**src/rtl/la_rrarb5.sv**
```systemverilog
// ---------------------------------------------------------------------------
// la_rrarb5 -- five-requester round-robin arbiter with registered one-hot
// grant, intended to drive the select lines of a downstream 5-input one-hot
// mux (gnt[i] drives sel_i).
//
// Ports
//   clk     in   1  rising-edge clock for all state
//   nreset  in   1  asynchronous active-low reset (release sampled on clk)
//   en      in   1  arbitration enable; low forces an idle (no-grant) cycle
//   req     in   5  request vector, req[i] from requester i
//   gnt     out  5  registered one-hot grant vector (at most one bit high)
//   valid   out  1  registered, equals |gnt
//
// Parameters
//   PROP    cell property string, passed through, no effect on behaviour
//
// Build options
//   LA_RRARB5_LOCK_EN  when defined, a holder keeps its grant for as long as
//                      it keeps requesting (and en stays high). When
//                      undefined, arbitration re-runs every cycle and a
//                      continuously requesting holder yields to the next
//                      requester in round-robin order.
//
// Behaviour summary
//   * The search starts one past the last-grant pointer ptr and wraps 4->0.
//     ptr resets to 4, so the first search after reset starts at index 0.
//     A ptr value outside 0..4 also restarts the search at index 0.
//   * en low or no requests: next grant is empty, ptr holds.
//   * Reset clears gnt/valid immediately. Its release is sampled through a
//     one-flop run flag, so the first grant appears on the second rising
//     edge after nreset goes high.
// ---------------------------------------------------------------------------
module la_rrarb5 #(
  parameter PROP = "DEFAULT"
) (
  input  logic       clk,
  input  logic       nreset,
  input  logic       en,
  input  logic [4:0] req,
  output logic [4:0] gnt,
  output logic       valid
);

  localparam int          N         = 5;
  localparam logic [2:0]  PTR_RESET = 3'd4;

  // -------------------------------------------------------------------------
  // State
  // -------------------------------------------------------------------------
  logic       r_run;    // low for the first edge after reset release
  logic [2:0] r_ptr;    // index of the most recent grant (0..4)
  logic [4:0] r_gnt;
  logic       r_valid;

  // -------------------------------------------------------------------------
  // Combinational search
  // -------------------------------------------------------------------------
  logic [2:0] w_start;  // first index examined this cycle
  logic       w_found;  // some requester is asking
  logic [2:0] w_idx;    // winning index when w_found
  logic [4:0] w_onehot; // w_idx decoded to a one-hot grant
  logic       w_hold;   // current holder keeps its grant (lock build only)

  // Add an offset of 0..4 to a start index of 0..4 and wrap modulo 5.
  // The sum never exceeds 8, so a single conditional subtract is enough.
  function automatic logic [2:0] wrap5(input logic [2:0] base,
                                       input logic [2:0] off);
    logic [3:0] sum;
    sum = {1'b0, base} + {1'b0, off};
    if (sum >= 4'd5) begin
      sum = sum - 4'd5;
    end
    return sum[2:0];
  endfunction

  // Start one past the pointer. Pointer 4 wraps to 0, and an out-of-range
  // pointer (5..7) is treated the same way so a corrupted value recovers on
  // the very next grant.
  always_comb begin
    if (r_ptr >= PTR_RESET) begin
      w_start = 3'd0;
    end else begin
      w_start = r_ptr + 3'd1;
    end
  end

  // Walk the five indices in round-robin order and keep the first hit.
  // NOTE: every signal assigned in an always_comb gets a default at the top
  // of the block so that no path leaves it unassigned (which would infer a
  // latch).
  always_comb begin
    logic [2:0] cand;
    w_found = 1'b0;
    w_idx   = 3'd0;
    cand    = 3'd0;
    for (int off = 0; off < N; off++) begin
      cand = wrap5(w_start, 3'(off));
      if (!w_found && req[cand]) begin
        w_found = 1'b1;
        w_idx   = cand;
      end
    end
  end

  assign w_onehot = 5'd1 << w_idx;

`ifdef LA_RRARB5_LOCK_EN
  // The holder is whoever owns the registered grant and is still requesting.
  // en low is excluded here so that disabling always breaks the lock.
  assign w_hold = en & (|(r_gnt & req));
`else
  assign w_hold = 1'b0;
`endif

  // -------------------------------------------------------------------------
  // Registers
  // -------------------------------------------------------------------------
  // NOTE: all state is written with non-blocking assignments so that every
  // register samples the values from before this edge, regardless of the
  // order of statements or blocks.
  // NOTE: every register here is reset, including ptr; the arbiter has no
  // storage array, so there is nothing that could be left uninitialised.
  always_ff @(posedge clk or negedge nreset) begin
    if (!nreset) begin
      r_run   <= 1'b0;
      r_ptr   <= PTR_RESET;
      r_gnt   <= '0;
      r_valid <= 1'b0;
    end else if (!r_run) begin
      // First edge after release: arm the arbiter, keep the reset outputs.
      r_run   <= 1'b1;
      r_gnt   <= '0;
      r_valid <= 1'b0;
    end else if (!en || !w_found) begin
      // Idle: no grant and the pointer remembers the last winner.
      r_gnt   <= '0;
      r_valid <= 1'b0;
    end else if (w_hold) begin
      // Locked: grant and pointer already name the holder, so just keep them.
      r_gnt   <= r_gnt;
      r_valid <= 1'b1;
    end else begin
      r_gnt   <= w_onehot;
      r_valid <= 1'b1;
      r_ptr   <= w_idx;
    end
  end

  assign gnt   = r_gnt;
  assign valid = r_valid;

endmodule

```
**config.mk**
```make
export PLATFORM = sky130hd
export DESIGN_NAME = la_rrarb5
export DESIGN_NICKNAME = d
export VERILOG_FILES = /design/src/rtl/la_rrarb5.sv
export SDC_FILE = /design/constraint.sdc
export NUM_CORES = 1
export LEC_CHECK = 0
export ABC_AREA = 1
export BUFFER_PORTS_ARGS = -buffer_cell sky130_fd_sc_hd__buf_2
export CAP_MARGIN = 10
export CORE_MARGIN = 4
export CORE_UTILIZATION = 55
export CTS_BUF_LIST = sky130_fd_sc_hd__clkbuf_4
export DETAILED_ROUTE_END_ITERATION = 6
export PLACE_DENSITY = 0.73
export RECOVER_POWER = 25
export REMOVE_ABC_BUFFERS = 1
export SLEW_MARGIN = 5
export SYNTH_ARGS = -nofsm -noshare
export SYNTH_HDL_FRONTEND = slang
export SYNTH_SLANG_ARGS = --single-unit
```
**constraint.sdc**
```tcl
create_clock -name clk -period 6.9 [get_ports clk]
set_clock_uncertainty 0.05 [all_clocks]
set_input_delay 0.69 -clock clk [delete_from_list [all_inputs] [get_ports clk]]
set_output_delay 0.69 -clock clk [all_outputs]
set_load 0.03 [all_outputs]
```
==> summary by stage, run 1 <==
Route
In the final routed layout, each cell accounts on average for between 10 and 15 um. The detailed-router iteration count before antenna repair is 4. The count of nets left with antenna violations once routing finished came out at 0. Summed over all layers, the routed wires come to between 2 and 3 mm.

The remaining design rule violation count is 0. In this run, the number of DRC markers left after iteration 0 of detailed routing was 48. The routed layout has 1182 vias. The via-per-instance ratio is between 5 and 6.

Yosys
Ranked by total cell area, the synthesized netlist is headed by nand2_1 (20%), dfrtp_1 (20%), inv_1 (9.1%). Dividing the synthesized area by the synthesized cell count gives a little over 6 sq um. For this run, the number of Yosys warnings is 0.

nand2_1 takes more of the synthesized area than any other cell. The number of instances in the synthesized netlist is roughly 190. The top cell type by area accounts for 19.9% of the synthesized area.

The number of register bits inferred by synthesis is 10. Counting distinct cell types in the post-synthesis netlist gives 25. The sequential-to-total area share from yosys stat is 21.9%. The summed instance area of the synthesized netlist is 1150 sq um.

GRT
Entering global routing, the biggest net connects 11 pins. Across every metal layer, demand over resource in global routing totals between 20% and 30%. The via count of the first global-routing pass is about 1000. The first global-routing pass estimated about 4.5 mm of wire.

The initial antenna violation count is 0. The total congestion overflow after global routing is 0.

Setup path
The data required time at the worst endpoint is 7.00 ns. Data on the critical path arrives at its endpoint at slightly above 3 ns. By startpoint and endpoint, the worst setup path is classified as register to register. Walking the worst path, the cells encountered are inv_1, ha_1, nand2_2, inv_1, ha_1, inv_1, nand3_2, nand2_1, nand2_1, nand2_1, nand2_1, nand3_4, nand3_2, nor2_4, nand2_2, nor2_4, nor2_8, nand2_1, nand2_1. For this run, the slowest stage of the critical path takes 0.50 ns.

The critical path endpoint category is a register. Among all stages on the critical path, the largest delay is contributed by dfrtp_1. The sum of buffers and inverters on the critical path is 3.

The maximum fanout along the worst path is 7. The cell repeated most along the worst path is nand2_1. The cell family with the largest share of critical-path delay is simple AND/OR/NAND/NOR gates. STA classifies the critical path startpoint as a register.

CTS
The clock root buffer is clkbuf_4. The post-CTS setup buffer count is 0. Post-CTS repair changed the size of 0 cells. The maximum clock insertion buffer count is 2. CTS built an H-tree with a depth of 1. The clock tree from TritonCTS is built. The CTS clock-pin slew for the worst setup and hold paths is about 0.07 ns. The hold buffer count at CTS is 0. The number of buffers added by the clock tree synthesis step is 3. The latest clock arrival within the worst-skew pair is between 0.2 and 0.3 ns.

The count of clock tree sinks is 10.

Timing
The final number of max-transition violations is 0. Based on the critical path, the design can be clocked at up to between 300 and 400 MHz. Setup repair after global routing left no endpoint under its margin. The final count of hold timing violations came to 0. The sum of negative setup slack is 0 ns.

For the pin with the worst max-slew slack, the measured transition is between 0.5 and 0.6 ns. The setup-violating endpoint count in the final report is 0. The relative max-transition margin is 64.2%. The final period demand of the worst path is about 3.0 ns. The final critical path takes up around 43% of the cycle.

Floorplan
The starting density of the core is between 50 and 60%. The die outline area is roughly 2900 sq um. The die width is around 54 um. The placeable core region is just under 2000 sq um. The I/O pin count is 14. From bottom edge to top edge, the die measures approximately 54 um.

The floorplan has 16 rows.

Status
The run finished with clean final reports.

Finish
The proportion of layout cells with a drive suffix above 1 is between 10% and 20%. The multi-input combinational cell area is between 700 and 800 sq um. The layout has approximately 190 filler cells. Leaving out fill and tap cells, the most frequent cells in the layout are nand2_1 (61), inv_1 (28), nor2_1 (21). The most common cell after layout, fill and taps aside is nand2_1. 0 antenna diodes ended up in the layout. The number of nets in the layout is about 220. The area growth from synthesis to layout is 10.8%. The area taken by flip-flops and latches is roughly 250 sq um.

Placement
The congestion estimate from routability-driven global placement came to 0.893. Detailed placement finished with a half-perimeter wire length of 2.27 mm. The count of buffers added on input and output ports is 13.

Job
Across the run, the number of max-cap violations was 0.

Hold path
The classification of the worst-slack hold path is primary input to asynchronous set/reset pin.
-- cell usage after synthesis, drive strengths merged --
| cell type | n |
|---|---|
| xor2 | 1 |
| nand4 | 7 |
| o21ai | 10 |
| conb | 1 |
| nand2 | 66 |
| nand3 | 22 |
| dfstp | 1 |
| nand3b | 2 |
| dfrtp | 9 |
| a21oi | 2 |
| nor2 | 28 |
| o21bai | 1 |
| ha | 5 |
| a31oi | 1 |
| o211ai | 2 |
| inv | 30 |
-- cell families after synthesis --
kind of cell	synth area share [%]
AND/OR/NAND/NOR	53.4
buffers and inverters	9.79
AO/OA/AOI/OAI	7.73
flip-flops	21.9
adder cells (fa/ha/maj)	5.44
XOR/XNOR	1.41
other	0.326
-- metal layers --
metal  vias up  wire length, um  track usage (%)  part of all wire [%]
met5         -                0                0                     0
met4         0               11             2.98                  0.41
met3         2              193             4.43                   7.2
met2        32             1270             34.5                    47
met1       517             1220             29.8                    45
li1        631                -                -                     -
-- metrics by stage --
| step | hold WS (ns) | utilization (%) | setup WS, ns | std cells | cell area, sq um |
|---|---|---|---|---|---|
| 2_1_floorplan | 0.344 | - | 4.30 | 188 | 1150 |
| 6_report | 0.321 | 64.3 | 3.92 | 232 | 1270 |
| 5_1_grt | 0.351 | 64.3 | 3.68 | 232 | 1270 |
| 4_1_cts | 0.222 | 64.3 | 3.95 | 232 | 1270 |
| 3_3_place_gp | 0.478 | 63.0 | 4.05 | 228 | 1250 |
| 3_5_place_dp | 0.479 | 63.0 | 3.95 | 228 | 1250 |
-- registers in the layout (all words and copies together) (netlist names) --
signal / count
valid: 1
gnt: 5
r_ptr: 3
r_run: 1
-- worst paths after layout --
kind / to / cells past startpoint / from / slack, ns
max: r_ptr[0]$_DFFE_PN0P_ / 19 / r_ptr[0]$_DFFE_PN0P_ / 3.92
min reg2reg: r_ptr[2]$_DFFE_PN1P_ / 2 / r_ptr[2]$_DFFE_PN1P_ / 0.49
max in group asynchronous: r_ptr[2]$_DFFE_PN1P_ / 1 / nreset / 6.11
max reg2reg: r_ptr[0]$_DFFE_PN0P_ / 19 / r_ptr[0]$_DFFE_PN0P_ / 3.92
min: gnt[3]$_DFF_PN0_ / 1 / nreset / 0.32
min in group clk: r_ptr[2]$_DFFE_PN1P_ / 2 / r_ptr[2]$_DFFE_PN1P_ / 0.49
-- final cells by class --
class / count / share of cell area, %
multi-input cells: 148 / 61.7
flip-flops and latches: 10 / 19.7
inverters: 30 / 8.84
repair buffers: 13 / 5.01
well taps: 27 / 2.65
clock buffers: 3 / 1.77
clock inverters: 1 / 0.295
Power of run 1 is not shown: default switching activity piles up to over one toggle a cycle in this logic, so the estimate is an artifact.
==> run 2, diff against run 1 <==
==> constraint.sdc (replaced) <==
create_clock -name clk -period 2.9 [get_ports clk]
set_clock_uncertainty 0.05 [all_clocks]
set_input_delay 0.29 -clock clk [delete_from_list [all_inputs] [get_ports clk]]
set_output_delay 0.29 -clock clk [all_outputs]
set_load 0.03 [all_outputs]
==> run 2 against run 1 <==
Hold slack gained 0.0020 ns; register-to-register slack lost 3.8 ns; via count grew 6.9%; global-route usage increased by 1.7 points; utilization up 5.7 points; die area did not move; sequential share of layout area down 1.5 points; sequential cell count did not move; maximum frequency increased by 7.9%; count of clock-buffer cells in the layout did not move; first-iteration DRC count increased by 79%; critical path type unchanged.
==> summary by stage, run 2 (synthesis results as in run 1) <==
GRT
The initial antenna violation count is 0 (unchanged). The total congestion overflow after global routing is 0 (unchanged). The maximum number of pins on one net before global-route repair is 11 (unchanged). The global-route usage over all layers came to 23.1% (was 21.4%). The global-route wire length before repair was 4.74 mm (was 4.54 mm). The via count of the first global-routing pass was 1079 (was 1044).

Timing
The final number of max-transition violations was 0 (unchanged). The relative max-transition margin was 63.2% (was 64.2%). The transition time at the pin with the least slew margin is 0.552 ns (was 0.537 ns). The post-route clock period utilization was 95.2% (was 43.2%).

The timing-limited maximum frequency came to 362 MHz (was 335 MHz). The final count of hold timing violations is 0 (unchanged). The final period demand of the worst path is 2.76 ns (was 2.98 ns). The worst hold margin is 0.323 ns (was 0.321 ns). The setup-violating endpoint count in the final report is 0 (unchanged).

Setup path
The worst reg2reg path endpoint is gnt[0]$_DFF_PN0_ (was r_ptr[0]$_DFFE_PN0P_). The critical path data arrival time is 2.88 ns (was 3.08 ns). The critical path class is register to register (unchanged). The start of the worst register-to-register path is r_ptr[1]$_DFFE_PN0P_ (was r_ptr[0]$_DFFE_PN0P_).

The critical path endpoint category is a register (unchanged). The maximum fanout along the worst path was 7 (unchanged). The internal reg-to-reg setup slack came to 0.14 ns (was 3.92 ns). The data required time at the worst endpoint is 3.02 ns (was 7.00 ns). The count of cells along the worst register-to-register path is 17 (was 19). The type of element launching the critical path is a register (unchanged).

Finish
Commonest non-fill, non-tap cells in the layout: nand2_1 (59), inv_1 (26), nor2_1 (18), nand3_1 (18), buf_2 (12) (was nand2_1 (61), inv_1 (28), nor2_1 (21)). The number of flip-flops under the largest register name is 5 (unchanged). The area growth from synthesis to layout is 20.7% (was 10.8%). The proportion of layout cells with a drive suffix above 1 is 25.6% (was 17.6%).

The number of fill cells in the layout is 173 (was 189). The most common cell after layout, fill and taps aside is nand2_1 (unchanged). The cell area after layout is 1390 sq um (was 1270 sq um). The area taken by flip-flops and latches is 253 sq um (was 251 sq um).

The multi-input combinational cell area is 851 sq um (was 786 sq um). The number of nets in the layout is 225 (was 219). The antenna diode instance count is 0 (unchanged).

Hold path
The worst hold path terminates at valid$_DFF_PN0_. The classification of the worst-slack hold path is primary input to register (was primary input to asynchronous set/reset pin). The worst hold path was traced through 3 stages. The startpoint of the worst hold path is en.

Floorplan
The starting density of the core came to 58.0% (unchanged). The die outline area is 2890 sq um (unchanged). The I/O pin count was 14 (unchanged). The number of rows created at floorplan came to 16 (unchanged). The die width came to 53.7 um (unchanged).

The height of the die is 53.7 um (unchanged). The placeable core region is 1980 sq um (unchanged).

CTS
The number of buffers added by the clock tree synthesis step is 3 (unchanged). The number of levels in the clock H-tree came to 1 (unchanged). The latest clock arrival within the worst-skew pair is 0.27 ns (was 0.26 ns). The clock tree from TritonCTS is built (unchanged).

The count of clock tree sinks is 10 (unchanged). The clock root buffer is clkbuf_4 (unchanged). The CTS clock-pin slew for the worst setup and hold paths is 0.07 ns (about the same). The maximum clock insertion buffer count is 2 (unchanged).

Route
The routed wire length per instance is 13.2 um (was 11.6 um). The via-per-instance ratio came to 5.31 (was 5.09). The remaining design rule violation count is 0 (unchanged).

The total detailed-routing wirelength is 3.15 mm (was 2.69 mm). The count of antenna-violating nets left after detailed routing is 0 (unchanged). The routed via count is 1264 (was 1182). The detailed-router iteration count before antenna repair is 5 (was 4). The violation count after the first detailed-route iteration is 86 (was 48).

Placement
The weighted congestion at the end of routability-driven global placement was 0.903 (was 0.893). The area after detailed placement came to 1260 sq um (was 1250 sq um). The HPWL after detailed placement was 2.49 mm (was 2.27 mm).

The number of buffers added on ports is 13 (unchanged).

Job
The number of max-cap violations is 0 (unchanged).

Status
Outcome: finished, final reports clean (unchanged).
[run 2: cell types whose count changed in the layout (fill, tap and decap cells not counted), sizes merged]
cell,delta
buf,+5
dlygate4sd3,+1
[run 2: timing repair]
action | in CTS | in global routing
endpoints found under the hold margin | 9 | 0
hold buffers | 1 | 0
pin swaps | 0 | 3
setup endpoints to repair | 5 | 9
gates resized for setup | 2 | 15
buffers inserted | 0 | 4
[run 2: worst max-delay path by stage]
stage / from / cells after the start / endpoint
2_1_floorplan: r_ptr[0]$_DFFE_PN0P_ / 19 / r_ptr[0]$_DFFE_PN0P_
3_3_place_gp: r_ptr[1]$_DFFE_PN0P_ / 19 / r_ptr[0]$_DFFE_PN0P_
3_5_place_dp: r_ptr[1]$_DFFE_PN0P_ / 19 / r_ptr[0]$_DFFE_PN0P_
4_1_cts: r_ptr[0]$_DFFE_PN0P_ / 19 / r_ptr[0]$_DFFE_PN0P_
5_1_grt: r_ptr[1]$_DFFE_PN0P_ / 19 / r_ptr[2]$_DFFE_PN1P_
6_report: r_ptr[1]$_DFFE_PN0P_ / 17 / gnt[0]$_DFF_PN0_
[run 2: cell type report]
cell class	instances	share of cell area [%]
well taps	27	2.43
inverters	30	8.12
clock inverters	1	0.271
clock buffers	3	1.62
repair buffers	19	8.03
flip-flops and latches	10	18.2
multi-input cells	148	61.3
[run 2: critical path, stage by stage, from the launching register on]
cell	delay (ns)
dfrtp_2	0.41
inv_1	0.08
ha_4	0.29
nand2_4	0.07
inv_1	0.14
nor2_1	0.06
ha_1	0.32
inv_1	0.07
nand2_1	0.12
nand2_1	0.11
nand3_4	0.14
nand3_2	0.11
nor2_4	0.19
nand2_2	0.10
nor2_1	0.19
nor2_1	0.09
nand2_1	0.07
nor2_1	0.04
[run 2: metal layers]
metal  vias to the layer above  share of wire (%)  wire (um)  track usage (%)
met5                         -                  0          0                0
met4                         0                1.1         35             5.11
met3                         4                7.2        226             3.32
met2                        54                 49       1550             41.5
met1                       563                 43       1340             28.6
li1                        643                  -          -                -
[run 2: through the flow]
step                      TNS [ns]  utilization [%]  setup WS (ns)  std cells
after global routing       -0.0775             70.0        -0.0319        238
after global placement           0             63.4         0.0602        229
after floorplan                  0                -          0.298        188
after CTS                        0             65.4         0.0279        234
after detailed placement    -0.114             63.4        -0.0440        229
final                            0             70.0          0.139        238
Power of run 2 is left out for the same reason.
